$ cat config.mk
export PLATFORM = sky130hd
export DESIGN_NAME = lp_tree_deserializer
export DESIGN_NICKNAME = d
export VERILOG_FILES = /design/src/rtl/lp_tree_deserializer.sv
export SDC_FILE = /design/constraint.sdc
export NUM_CORES = 1
export LEC_CHECK = 0
export ABC_AREA = 1
export BUFFER_PORTS_ARGS = -buffer_cell sky130_fd_sc_hd__buf_4
export CORE_ASPECT_RATIO = 0.6
export CORE_MARGIN = 2
export CORE_UTILIZATION = 55
export DETAILED_ROUTE_END_ITERATION = 16
export PLACE_DENSITY = 0.76
export SYNTH_ARGS = -nofsm -noshare
export SYNTH_HDL_FRONTEND = slang
export SYNTH_SLANG_ARGS = --single-unit
$ cat constraint.sdc
create_clock -name CLK -period 3.31 [get_ports CLK]
set_clock_uncertainty 0.1 [all_clocks]
set_input_delay 0.1655 -clock CLK [delete_from_list [all_inputs] [get_ports CLK]]
set_output_delay 0.1655 -clock CLK [all_outputs]
set_load 0.1 [all_outputs]
$ cat src/rtl/lp_tree_deserializer.sv
// Serial-to-parallel receiver for the LP tree link: aligns on a periodic sync word and delivers
// INPUTS_NUM-bit words with a one-cycle valid strobe. Define LP_DESER_ERR_CNT_EN to add ERR_CNT.
module lp_tree_deserializer #(
    parameter int unsigned             INPUTS_NUM   = 16,
    parameter logic [INPUTS_NUM-1:0]   SYNC_WORD    = INPUTS_NUM'(16'hA5C3),
    parameter int unsigned             SYNC_TIMEOUT = 64
) (
    input  logic                  CLK,
    input  logic                  RESET,
    input  logic                  SERIAL_IN,
    output logic [INPUTS_NUM-1:0] PAR_OUT,
    output logic                  PAR_VALID,
    output logic                  SYNC_SEEN,
    output logic                  LOCKED,
`ifdef LP_DESER_ERR_CNT_EN
    output logic [7:0]            ERR_CNT,
`endif
    output logic                  LOCK_LOST
);

    localparam int unsigned CntW = $clog2(INPUTS_NUM);
    localparam int unsigned TmoW = (SYNC_TIMEOUT == 0) ? 1 : $clog2(SYNC_TIMEOUT + 1);
    localparam logic [CntW-1:0] LastBit    = CntW'(INPUTS_NUM - 1);
    localparam logic [TmoW-1:0] TimeoutVal = TmoW'(SYNC_TIMEOUT);

    typedef enum logic [1:0] {
        StHunt,
        StConfirm,
        StLocked
    } state_e;

    state_e                state_q, state_d;
    logic [INPUTS_NUM-1:0] sr_q;
    logic [INPUTS_NUM-1:0] nsr;
    logic [CntW-1:0]       bit_cnt_q, bit_cnt_d;
    logic [TmoW-1:0]       tmo_q, tmo_d, tmo_inc;
    logic [INPUTS_NUM-1:0] par_out_q, par_out_d;
    logic                  par_valid_q, par_valid_d;
    logic                  sync_seen_q, sync_seen_d;
    logic                  lock_lost_q, lock_lost_d;
    logic                  is_sync;
    logic                  boundary;

    assign nsr      = {SERIAL_IN, sr_q[INPUTS_NUM-1:1]};
    assign is_sync  = (nsr == SYNC_WORD);
    assign boundary = (bit_cnt_q == LastBit);
    assign tmo_inc  = tmo_q + TmoW'(1);

    always_comb begin
        state_d     = state_q;
        bit_cnt_d   = boundary ? '0 : bit_cnt_q + CntW'(1);
        tmo_d       = tmo_q;
        par_out_d   = par_out_q;
        par_valid_d = 1'b0;
        sync_seen_d = 1'b0;
        lock_lost_d = 1'b0;
        case (state_q)
            StHunt: begin
                // Sync found at an arbitrary bit: re-phase the word counter to it.
                if (is_sync) begin
                    state_d   = StConfirm;
                    bit_cnt_d = '0;
                end
            end
            StConfirm: begin
                if (boundary) begin
                    if (is_sync) begin
                        state_d     = StLocked;
                        sync_seen_d = 1'b1;
                        tmo_d       = '0;
                    end else begin
                        state_d = StHunt;
                    end
                end
            end
            StLocked: begin
                if (boundary) begin
                    if (is_sync) begin
                        sync_seen_d = 1'b1;
                        tmo_d       = '0;
                    end else begin
                        par_out_d   = nsr;
                        par_valid_d = 1'b1;
                        tmo_d       = tmo_inc;
                        // The timed-out word is still delivered on the same edge.
                        if (SYNC_TIMEOUT != 0 && tmo_inc == TimeoutVal) begin
                            state_d     = StHunt;
                            lock_lost_d = 1'b1;
                        end
                    end
                end
            end
            default: state_d = StHunt;
        endcase
    end

    always_ff @(posedge CLK or negedge RESET) begin
        if (!RESET) begin
            state_q     <= StHunt;
            sr_q        <= '0;
            bit_cnt_q   <= '0;
            tmo_q       <= '0;
            par_out_q   <= '0;
            par_valid_q <= 1'b0;
            sync_seen_q <= 1'b0;
            lock_lost_q <= 1'b0;
        end else begin
            state_q     <= state_d;
            sr_q        <= nsr;
            bit_cnt_q   <= bit_cnt_d;
            tmo_q       <= tmo_d;
            par_out_q   <= par_out_d;
            par_valid_q <= par_valid_d;
            sync_seen_q <= sync_seen_d;
            lock_lost_q <= lock_lost_d;
        end
    end

`ifdef LP_DESER_ERR_CNT_EN
    logic       err_inc;
    logic [7:0] err_cnt_q;

    assign err_inc = (state_q == StConfirm && boundary && !is_sync) || lock_lost_d;

    always_ff @(posedge CLK or negedge RESET) begin
        if (!RESET) begin
            err_cnt_q <= '0;
        end else if (err_inc && err_cnt_q != 8'hFF) begin
            err_cnt_q <= err_cnt_q + 8'd1;
        end
    end

    assign ERR_CNT = err_cnt_q;
`endif

    assign PAR_OUT   = par_out_q;
    assign PAR_VALID = par_valid_q;
    assign SYNC_SEEN = sync_seen_q;
    assign LOCK_LOST = lock_lost_q;
    assign LOCKED    = (state_q == StLocked);

endmodule

==> metrics.txt <==
run status finished clean; total overflow reported by the global router 0; share of post-route cells with drive strength above 1 between 20% and 30%; first-pass detailed-route iteration total 4; global-route wire length before repair roughly 5500 um; data arrival time of the critical path ~2.2 ns; CP Class in -> reg; part of the power in combinational logic around 8%; Max Cap Viol 0; number of global-route vias before repair between 1000 and 1500; GRT Total Usage around 18%; total via count after detailed routing between 1000 and 1500; CP required ~3.4 ns; slowest stage cell on the critical path sky130_fd_sc_hd__dlygate4sd3_1; share of total power in the clock network around 36%; drt total wl 3190 um; post-synth design cell area 2030 um2; initial antenna violation count 0; Cells after Synth between 200 and 250; Avg Cell Area, Syn 9.33 um2; smallest hold slack ~0.28 ns; number of routed nets with antenna violations 0; Synthesis Warnings 0; cell-by-cell listing of the critical path dlygate4sd3_1 > buf_4 > nand2_1 > inv_1 > nand2_1 > nor2_4 > nand2_4 > nand3_2 > inv_2 > nand2_1 > nand2_1; total half-perimeter wirelength after legalization and detailed placement approximately 2300 um; Worst Max-Slew Pin Slew 0.557 ns; Clock Latency Late Sink 0.29 ns; die outline height 51.1 um; RSZ-0062 raised after global routing false; internal power consumption between 800 and 900 uW; sequential share of power between 50% and 60%; time the final worst path needs with I/O delays and setup slightly above 2 ns; Hold Buf Count CTS 2; die width around 82 um; sequential fraction of the synthesis area 57.8%; worst hold path class reg -> reg; remaining routing DRC violations 0; critical path's largest stage delay ~0.53 ns; CTS root buffer sky130_fd_sc_hd__clkbuf_8; areal power density over the cells approximately 460 nW/um2; #FFs+latches synth 47; clock sink total 47; average detailed-routed wire length per instance roughly 11 um; Boundary Pins 23; period utilisation layout 62.5%; peak supply drop between 0.0002 and 0.0003 V; pin count of the biggest net entering global routing between 40 and 50; count of final hold-check violations 0; Post-Route Setup TNS 0 ns; switching power summed over all nets around 240 uW; routability-driven placement congestion ratio around 0.84; most numerous cell on the critical path sky130_fd_sc_hd__nand2_1; CTS clk-pin slew, worst paths 0.08 ns; count of nets after finishing approximately 250; count of inserted antenna diode cells 0; worst max-slew margin expressed relative to the limit between 60% and 70%; Vias per Instance approximately 4.7; cts repair resizes 0; final design utilization 65.2%; number of CTS-inserted buffers 5; count of pins over their slew limit 0; Synth-to-Final Area Change 15.3%; LEAKAGE 0.00128 uW; core area approximately 3600 um2; number of H-tree levels 2; Die ar. approximately 4200 um2; Post-CTS Setup Repair Bufs 0; type of destination of the critical path register; Finish-stage setup viols 0; Net Count, Synth approximately 230; highest attainable clock frequency slightly below 500 MHz; Setup crit start kind input port; Clock Tree Buf Depth 2; buffers added on ports 22; largest fanout on the critical path 20; TritonCTS clock tree done; worst path bufs/invs 4; cell family with the largest share of critical-path delay buffers and inverters; initial drt markers 80; standard-cell rows 17; Cell variety after synth 24; Starting Density ~57%; switching power as a share of total power between 20% and 30%
==> per-layer routing <==
metal | wire length, um | vias to the layer above | part of all wire, % | track usage [%]
met5 | 0 | - | 0 | 0
met4 | 21 | 0 | 0.66 | 6.56
met3 | 116 | 2 | 3.6 | 5.83
met2 | 1330 | 19 | 42 | 24.5
met1 | 1730 | 643 | 54 | 26.8
li1 | - | 719 | - | -
==> power groups by stage <==
stage               clock network [uW]  registers, uW  logic, uW
floorplan                            0            613       62.4
global placement                     0            615       86.4
CTS                                405            604       88.7
detailed placement                   0            616       86.7
finish                             394            604       86.8
global route                       430            607       97.4
==> layout by cell type, fill, tap and decap left out <==
master / netlist / routed
sky130_fd_sc_hd__dlygate4sd3_1: 0 / 2
sky130_fd_sc_hd__nand4_1: 1 / 1
sky130_fd_sc_hd__o21ai_0: 3 / 3
sky130_fd_sc_hd__nand3b_1: 2 / 2
sky130_fd_sc_hd__clkbuf_1: 0 / 1
sky130_fd_sc_hd__nand2_4: 1 / 1
sky130_fd_sc_hd__inv_1: 19 / 19
sky130_fd_sc_hd__nand2_1: 77 / 77
sky130_fd_sc_hd__clkinv_2: 1 / 1
sky130_fd_sc_hd__bufinv_16: 0 / 1
sky130_fd_sc_hd__a22oi_2: 1 / 1
sky130_fd_sc_hd__o211ai_1: 1 / 1
sky130_fd_sc_hd__o21ai_1: 1 / 1
sky130_fd_sc_hd__nor2_1: 11 / 11
sky130_fd_sc_hd__dfrtp_1: 47 / 47
sky130_fd_sc_hd__ha_1: 5 / 5
sky130_fd_sc_hd__o21bai_2: 1 / 1
sky130_fd_sc_hd__buf_4: 0 / 22
sky130_fd_sc_hd__nand2_2: 20 / 20
sky130_fd_sc_hd__nor2_4: 3 / 3
sky130_fd_sc_hd__inv_2: 5 / 5
sky130_fd_sc_hd__nor2_2: 4 / 4
sky130_fd_sc_hd__nor3_1: 1 / 1
sky130_fd_sc_hd__nand3_2: 1 / 1
sky130_fd_sc_hd__nand3_1: 10 / 10
sky130_fd_sc_hd__clkbuf_8: 0 / 5
==> synthesized netlist by cell type (all sizes together) <==
master	number	area, um2
a22oi	1	12.5
buf	3	36.3
clkinv	1	5.00
dfrtp	47	1180
ha	5	62.6
inv	24	90.1
nand2	98	425
nand3	11	60.1
nand3b	2	15.0
nand4	1	6.26
nor2	18	100
nor3	1	5.00
o211ai	1	7.51
o21ai	4	20.0
o21bai	1	11.3
==> through the flow <==
stage / power, uW / setup WS (ns) / instances / instance area (um2)
4_1_cts: 1100 / 1.23 / 293 / 2340
3_5_place_dp: 702 / 1.28 / 284 / 2220
5_1_grt: 1130 / 1.04 / 293 / 2340
6_report: 1080 / 1.24 / 293 / 2340
2_1_floorplan: 675 / 1.13 / 218 / 2030
3_3_place_gp: 701 / 1.36 / 284 / 2220
==> area by class of cell <==
class	count	area (um2)
Inverter	25	95.1
Clock inverter	1	30.0
Fill cell	304	1250
Sequential cell	47	1180
Timing Repair Buffer	24	185
Multi-Input combinational cell	143	726
Tap cell	47	58.8
Clock buffer	6	72.6
==> state kept, by name, summed over array words and instances, names as in the netlist <==
name,flops
PAR_VALID,1
sr_q,15
tmo_q,7
SYNC_SEEN,1
state_q,2
bit_cnt_q,4
PAR_OUT,16
LOCK_LOST,1
==> kinds of logic after synthesis <==
family | synth area share, %
and+or+nand+nor | 30.1
buffers and inverters | 6.46
AOI/OAI and AO/OA | 2.52
DFF | 57.8
adders and majority gates | 3.08
==> final timing paths <==
kind	start	end	slack (ns)	cells after the start
setup / recovery	SERIAL_IN	PAR_OUT[15]	1.24	11
hold / removal	sr_q[11]	sr_q[10]	0.28	0
setup reg to reg	bit_cnt_q[0]	PAR_OUT[15]	1.27	9
hold reg to reg	sr_q[11]	sr_q[10]	0.28	0
max in group asynchronous	RESET	tmo_q[4]	2.42	2
min in group asynchronous	RESET	PAR_OUT[14]	0.31	2
Power figures use the tool's default switching activity.
